[src/rtl/forth_pkg.sv]
// Shared encodings for the Forth core emitter: command ops, instruction
// prefixes and the fixup-stack entry layout.
package forth_pkg;

    localparam int AW = 13;

    localparam logic [3:0] OP_LIT  = 4'd0;
    localparam logic [3:0] OP_ALU  = 4'd1;
    localparam logic [3:0] OP_CALL = 4'd2;
    localparam logic [3:0] OP_JMP  = 4'd3;
    localparam logic [3:0] OP_JZ   = 4'd4;
    localparam logic [3:0] OP_RET  = 4'd5;
    localparam logic [3:0] OP_IF   = 4'd6;
    localparam logic [3:0] OP_ELSE = 4'd7;
    localparam logic [3:0] OP_THEN = 4'd8;
    localparam logic [3:0] OP_ORG  = 4'd9;

    localparam logic        PFX_IMM = 1'b1;
    localparam logic [2:0]  PFX_ALU = 3'b000;
    localparam logic [2:0]  PFX_J   = 3'b001;
    localparam logic [2:0]  PFX_JAL = 3'b010;
    localparam logic [2:0]  PFX_JZ  = 3'b011;
    localparam logic [15:0] INSN_JR = 16'h0000;

    typedef enum logic {
        FK_JZ  = 1'b0,
        FK_JMP = 1'b1
    } fix_kind_e;

    typedef struct packed {
        fix_kind_e      kind;
        logic [AW-1:0]  addr;
    } fix_t;

    function automatic logic [15:0] patch_word(fix_t e, logic [AW-1:0] tgt);
        return {(e.kind == FK_JMP) ? PFX_J : PFX_JZ, tgt};
    endfunction

endpackage

[src/rtl/prog_emitter_fixup_stack.sv]
// LIFO of pending forward-branch fixups; a simultaneous pop+push
// replaces the top entry in place.
module fixup_stack
    import forth_pkg::*;
#(
    parameter int DEPTH = 8
) (
    input  logic                       clk,
    input  logic                       rst,
    input  logic                       push,
    input  logic                       pop,
    input  fix_t                       din,
    output fix_t                       top,
    output logic                       full,
    output logic                       empty,
    output logic [$clog2(DEPTH):0]     count
);

    localparam int IW = $clog2(DEPTH);
    localparam int CW = IW + 1;

    fix_t           mem [DEPTH];
    logic [CW-1:0]  cnt;
    logic [IW-1:0]  tidx;
    logic [IW-1:0]  widx;
    logic           wr;

    assign tidx  = IW'(cnt - CW'(1));
    assign top   = mem[tidx];
    assign full  = (cnt == CW'(DEPTH));
    assign empty = (cnt == '0);
    assign count = cnt;

    always_comb begin
        wr   = 1'b0;
        widx = cnt[IW-1:0];
        if (push && pop && !empty) begin
            wr   = 1'b1;
            widx = tidx;
        end else if (push && !pop && !full) begin
            wr = 1'b1;
        end
    end

    always_ff @(posedge clk) begin
        if (wr) mem[widx] <= din;
    end

    always_ff @(posedge clk) begin
        if (rst) begin
            cnt <= '0;
        end else if (push && !pop && !full) begin
            cnt <= cnt + CW'(1);
        end else if (pop && !push && !empty) begin
            cnt <= cnt - CW'(1);
        end
    end

endmodule

[src/rtl/prog_emitter.sv]
// Compile-command emitter writing encoded Forth instructions to program RAM.
// ELSE support (two-write sequence) is built only with PROG_EMITTER_ELSE_EN.
module prog_emitter
    import forth_pkg::*;
#(
    parameter int FIX_DEPTH = 8
) (
    input  logic                         clk,
    input  logic                         rst,
    input  logic                         cmd_valid,
    output logic                         cmd_ready,
    input  logic [3:0]                   cmd_op,
    input  logic [15:0]                  cmd_arg,
    output logic                         mem_we,
    output logic [12:0]                  mem_addr,
    output logic [15:0]                  mem_wdata,
    output logic [12:0]                  pc,
    output logic [$clog2(FIX_DEPTH):0]   depth,
    output logic [3:0]                   err
);

    logic          we_n;
    logic [12:0]   addr_n;
    logic [15:0]   data_n;
    logic [12:0]   pc_n;
    logic [3:0]    err_n;
    logic          emit;
    logic [15:0]   word;
    logic          hi_bad;
    logic          push;
    logic          pop;
    logic          full;
    logic          empty;
    fix_t          push_d;
    fix_t          top;

    fixup_stack #(.DEPTH(FIX_DEPTH)) u_fix (
        .clk   (clk),
        .rst   (rst),
        .push  (push),
        .pop   (pop),
        .din   (push_d),
        .top   (top),
        .full  (full),
        .empty (empty),
        .count (depth)
    );

    assign hi_bad = |cmd_arg[15:13];

`ifdef PROG_EMITTER_ELSE_EN
    typedef enum logic {IDLE, ELSE2} state_e;
    state_e        state, state_n;
    logic [12:0]   paddr, paddr_n;
    logic [15:0]   pdata, pdata_n;

    assign cmd_ready = (state == IDLE);
`else
    assign cmd_ready = 1'b1;
`endif

    always_comb begin
        we_n   = 1'b0;
        addr_n = mem_addr;
        data_n = mem_wdata;
        pc_n   = pc;
        err_n  = err;
        emit   = 1'b0;
        word   = '0;
        push   = 1'b0;
        pop    = 1'b0;
        push_d = '{kind: FK_JZ, addr: pc};
`ifdef PROG_EMITTER_ELSE_EN
        state_n = state;
        paddr_n = paddr;
        pdata_n = pdata;
        if (state == ELSE2) begin
            we_n    = 1'b1;
            addr_n  = paddr;
            data_n  = pdata;
            state_n = IDLE;
        end else
`endif
        if (cmd_valid && cmd_ready) begin
            unique case (1'b1)
                (cmd_op == OP_LIT): begin
                    if (cmd_arg[15]) err_n[0] = 1'b1;
                    else begin
                        emit = 1'b1;
                        word = {PFX_IMM, cmd_arg[14:0]};
                    end
                end
                // zero T-field bits would alias the return encoding
                (cmd_op == OP_ALU): begin
                    if (cmd_arg[12:9] == 4'd0) err_n[0] = 1'b1;
                    else begin
                        emit = 1'b1;
                        word = {PFX_ALU, cmd_arg[12:0]};
                    end
                end
                (cmd_op == OP_CALL),
                (cmd_op == OP_JMP),
                (cmd_op == OP_JZ): begin
                    if (hi_bad) err_n[0] = 1'b1;
                    else begin
                        emit = 1'b1;
                        word = {(cmd_op == OP_CALL) ? PFX_JAL :
                                (cmd_op == OP_JMP)  ? PFX_J : PFX_JZ,
                                cmd_arg[12:0]};
                    end
                end
                (cmd_op == OP_RET): begin
                    emit = 1'b1;
                    word = INSN_JR;
                end
                (cmd_op == OP_IF): begin
                    if (full) err_n[1] = 1'b1;
                    else begin
                        emit   = 1'b1;
                        word   = {PFX_JZ, 13'h0};
                        push   = 1'b1;
                        push_d = '{kind: FK_JZ, addr: pc};
                    end
                end
`ifdef PROG_EMITTER_ELSE_EN
                (cmd_op == OP_ELSE): begin
                    if (empty) err_n[2] = 1'b1;
                    else begin
                        emit    = 1'b1;
                        word    = {PFX_J, 13'h0};
                        pop     = 1'b1;
                        push    = 1'b1;
                        push_d  = '{kind: FK_JMP, addr: pc};
                        paddr_n = top.addr;
                        pdata_n = patch_word(top, pc + 13'd1);
                        state_n = ELSE2;
                    end
                end
`endif
                (cmd_op == OP_THEN): begin
                    if (empty) err_n[2] = 1'b1;
                    else begin
                        pop    = 1'b1;
                        we_n   = 1'b1;
                        addr_n = top.addr;
                        data_n = patch_word(top, pc);
                    end
                end
                (cmd_op == OP_ORG): begin
                    if (hi_bad) err_n[0] = 1'b1;
                    else pc_n = cmd_arg[12:0];
                end
                default: err_n[3] = 1'b1;
            endcase
            if (emit) begin
                we_n   = 1'b1;
                addr_n = pc;
                data_n = word;
                pc_n   = pc + 13'd1;
                if (pc == 13'h1FFF) err_n[3] = 1'b1;
            end
        end
    end

    always_ff @(posedge clk) begin
        if (rst) begin
            mem_we    <= 1'b0;
            mem_addr  <= '0;
            mem_wdata <= '0;
            pc        <= '0;
            err       <= '0;
        end else begin
            mem_we    <= we_n;
            mem_addr  <= addr_n;
            mem_wdata <= data_n;
            pc        <= pc_n;
            err       <= err_n;
        end
    end

`ifdef PROG_EMITTER_ELSE_EN
    always_ff @(posedge clk) begin
        if (rst) begin
            state <= IDLE;
            paddr <= '0;
            pdata <= '0;
        end else begin
            state <= state_n;
            paddr <= paddr_n;
            pdata <= pdata_n;
        end
    end
`endif

endmodule

[config.mk]
export PLATFORM = sky130hd
export DESIGN_NAME = prog_emitter
export DESIGN_NICKNAME = d
export VERILOG_FILES = /design/src/rtl/forth_pkg.sv /design/src/rtl/prog_emitter_fixup_stack.sv /design/src/rtl/prog_emitter.sv
export SDC_FILE = /design/constraint.sdc
export NUM_CORES = 1
export LEC_CHECK = 0
export ABC_AREA = 1
export BUFFER_PORTS_ARGS = -buffer_cell sky130_fd_sc_hd__clkbuf_2
export CAP_MARGIN = 10
export CORE_MARGIN = 5
export CORE_UTILIZATION = 45
export DETAILED_ROUTE_END_ITERATION = 6
export MAX_ROUTING_LAYER = met4
export PLACE_DENSITY = 0.6
export SKIP_LAST_GASP = 1
export SYNTH_ARGS = -nofsm -noshare
export SYNTH_HDL_FRONTEND = slang
export SYNTH_HIERARCHICAL = 1
export SYNTH_SLANG_ARGS = --single-unit
[constraint.sdc]
create_clock -name clk -period 4.8 [get_ports clk]
set_input_delay 0.96 -clock clk [delete_from_list [all_inputs] [get_ports clk]]
set_output_delay 0.96 -clock clk [all_outputs]
set_load 0.05 [all_outputs]
==> summary.md <==
| Metric | Value |
|---|---|
| Post-synth EDFFs | `approximately 110` |
| Max VDD drop | `257 µV` |
| Psw | `between 0.8 and 0.9 mW` |
| Crit Path Class | `flop to flop` |
| # diodes | `0` |
| Synth warn | `6` |
| DR WL/cell | `16.7 µm` |
| Slew margin rel. | `between 30% and 40%` |
| Final net count | `between 1000 and 1500` |
| Synth Cell Area | `between 7000 and 8000 µm²` |
| Hold Vio Cnt, Final | `0` |
| Worst slew pin tran | `1.01 ns` |
| 1st-pass router iterations | `5` |
| Clock Path Buffers | `2` |
| Initial DRC count | `about 460` |
| Final Critical Period | `roughly 2.9 ns` |
| Cells after synthesis | `908` |
| Post_cts resized | `0` |
| Buffers added on ports | `73` |
| RSZ-0062 raised after global routing | `no` |
| CTS tree | `yes` |
| Setup crit start kind | `flop` |
| Starting Density | `a little under half` |
| Post-Route Setup TNS | `0 ns` |
| First-pass GRT wire length | `32400 µm` |
| Worst-path maximum fanout | `45` |
| Hpwl dp | `between 10000 and 15000 µm` |
| Fillcell total | `around 1600` |
| Sequential share of power | `between 40% and 50%` |
| FF+latch count, synth | `163` |
| Sink Count | `163` |
| Max Slew Vio Count | `0` |
| Die footprint | `20000 µm²` |
| TritonCTS buffer count | `17` |
| Share of layout cells above drive strength 1 | `15.7%` |
| Largest net degree at the start of global routing | `63` |
| I/O pins | `75` |
| Post-CTS Setup Bufs | `0` |
| Max Clk Rate | `between 0.3 and 0.4 GHz` |
| Async SR Flop Fraction | `0%` |
| Post-route clock period utilization | `around three fifths` |
| FF-to-FF setup slack | `around 1.9 ns` |
| Initial antenna violation count | `0` |
| Max Cap Viol | `0` |
| Hold/Removal Path Class | `flop to flop` |
| Syn_area_per_cell | `roughly 8.6 µm²` |
| CORE AREA | `between 15000 and 20000 µm²` |
| Internal power | `about 2.4 mW` |
| # setup viols final | `0` |
| Clock tree root driver cell | `clkbuf_16` |
| DR vias | `around 6200` |
| Combinational share of power | `10.9%` |
| Clock power share | `between 40% and 50%` |
| Htree depth | `4` |
| Worst skew pair latency | `0.42 ns` |
| Vias in the first global route | `5828` |
| Worst EP required | `approximately 5.2 ns` |
| GR Overflow Total | `0` |
| Switching share of power | `between 20 and 30%` |
| GRT Overall Usage | `a little over a fifth` |
| CP arrival | `around 3.2 ns` |
| Cell leakage power | `between 3 and 4 nW` |
| Final GP Congestion | `approximately 0.83` |
| DR vias/cell | `approximately 5.1` |
| Pwr Total | `roughly 3.3 mW` |
| Clock transition at the registers of the reported paths | `about 0.060 ns` |
| CTS Hold Bufs | `0` |
| Status | `finished, final reports clean` |
| Layout Skew | `between 0.008 and 0.009 ns` |
| Crit end category | `flop` |
| Chip Height | `roughly 140 µm` |
| Register area share after synthesis | `between 50% and 60%` |
| Drt drc | `0` |
| Top FF cell, synth | `edfxtp_1` |
| Antenna violation net count after detailed routing | `0` |
| Area grow syn2layout | `14.3%` |
| Total wire length | `approximately 20000 µm` |
| Die span in x | `~140 µm` |
| Cell variety after synth | `37` |
| Row count | `48` |
| Power Dens Cells | `370 nW/µm²` |
-- logic make-up after synthesis --
logic type               after synthesis  share of synthesized area, %
AND/OR/NAND/NOR                      488                          26.1
flip-flops                           163                          56.4
buffers and inverters                124                          7.60
AO/OA/AOI/OAI                        122                          8.58
XOR/XNOR                               6                         0.676
adder cells (fa/ha/maj)                3                         0.483
other                                  2                        0.0967
-- state kept, by name, indices dropped and copies added (netlist names) --
register,flops
mem_addr,13
u_fix/mem,112
err,4
u_fix/count,4
pc,13
mem_wdata,16
mem_we,1
-- cell usage after synthesis (all sizes together) (2+ instances only) --
cell type	number	area [µm²]
o21ai	78	398
ha	3	37.5
a21oi	11	58.8
nand3b	2	18.8
clkbuf	10	41.3
dfxtp	51	1020
inv	81	309
conb	2	7.51
edfxtp	112	3360
nor2	172	667
nand4	6	37.5
nand2	260	1010
nand3	43	265
or2	2	12.5
xor2	6	52.6
buf	33	240
o22ai	30	188
nor3	3	15.0
-- per-stage QoR --
step                area (µm²)  util (%)  std cells  setup slack (ns)  hold slack, ns
CTS                       8880      51.9       1220              1.91           0.458
detailed placement        8300      48.5       1188              1.71           0.449
floorplan                 7790         -        915              1.35           0.667
global placement          8300      48.5       1188              1.69           0.445
finish                    8880      51.9       1220              1.95           0.453
global route              8880      51.9       1220              1.59           0.479
-- worst max-delay path: stages, from the launching register on --
cell     delay [ns]
dfxtp_1        0.36
inv_1          0.11
ha_1           0.30
nand3_2        0.17
inv_1          0.12
inv_1          0.05
nand3_2        0.09
nand2_1        0.07
inv_2          0.15
nand3_4        0.44
nand2_2        0.43
nand2_2        0.18
inv_2          0.18
nor2_1         0.06
nor2_1         0.08
-- power by group through the flow --
stage | sequential (mW) | combinational [mW] | clock (mW)
final | 1.57 | 0.359 | 1.36
after global routing | 1.57 | 0.397 | 1.43
after CTS | 1.57 | 0.361 | 1.38
after detailed placement | 1.60 | 0.359 | 0
after global placement | 1.60 | 0.359 | 0
after floorplan | 1.67 | 0.182 | 0
-- routing by layer --
layer	track usage, %	vias up	wire length [µm]
met2	33.2	168	9640
met1	29.7	2898	9550
met3	3.24	17	1000
li1	-	3100	-
met5	-	-	0
met4	6.16	0	221
-- area by class of cell --
class | count | area (µm²) | area share, %
clock buffer | 23 | 448 | 5.04
clock inverter | 9 | 135 | 1.52
sequential | 163 | 4390 | 49.4
inverter | 81 | 309 | 3.48
multi-input combinational | 628 | 2820 | 31.8
timing repair buffer | 91 | 500 | 5.64
tap | 225 | 282 | 3.17
-- placed cells by master (no fill, tap or decap), drive strengths merged --
| cell | instances |
|---|---|
| edfxtp | 112 |
| o21ai | 78 |
| xor2 | 6 |
| clkbuf | 96 |
| conb | 9 |
| dfxtp | 51 |
| nand4 | 6 |
| nand3b | 2 |
| o211ai | 1 |
| inv | 81 |
| or2 | 2 |
| a21oi | 11 |
| o22ai | 30 |
| clkinv | 3 |
| o21a | 1 |
| nand2 | 260 |
| nor2 | 172 |
| bufinv | 3 |
| ha | 3 |
| a22oi | 1 |
| nand3 | 43 |
| buf | 18 |
| clkinvlp | 3 |
| nor3 | 3 |
-- final timing paths --
kind,start,to,depth (start not counted)
min,err[2],err[2],2
max,u_fix/count[1],pc[5],14
max reg2reg,u_fix/count[1],pc[5],14
min reg2reg,err[2],err[2],2
Note: power is estimated with default switching activity, not from simulation.
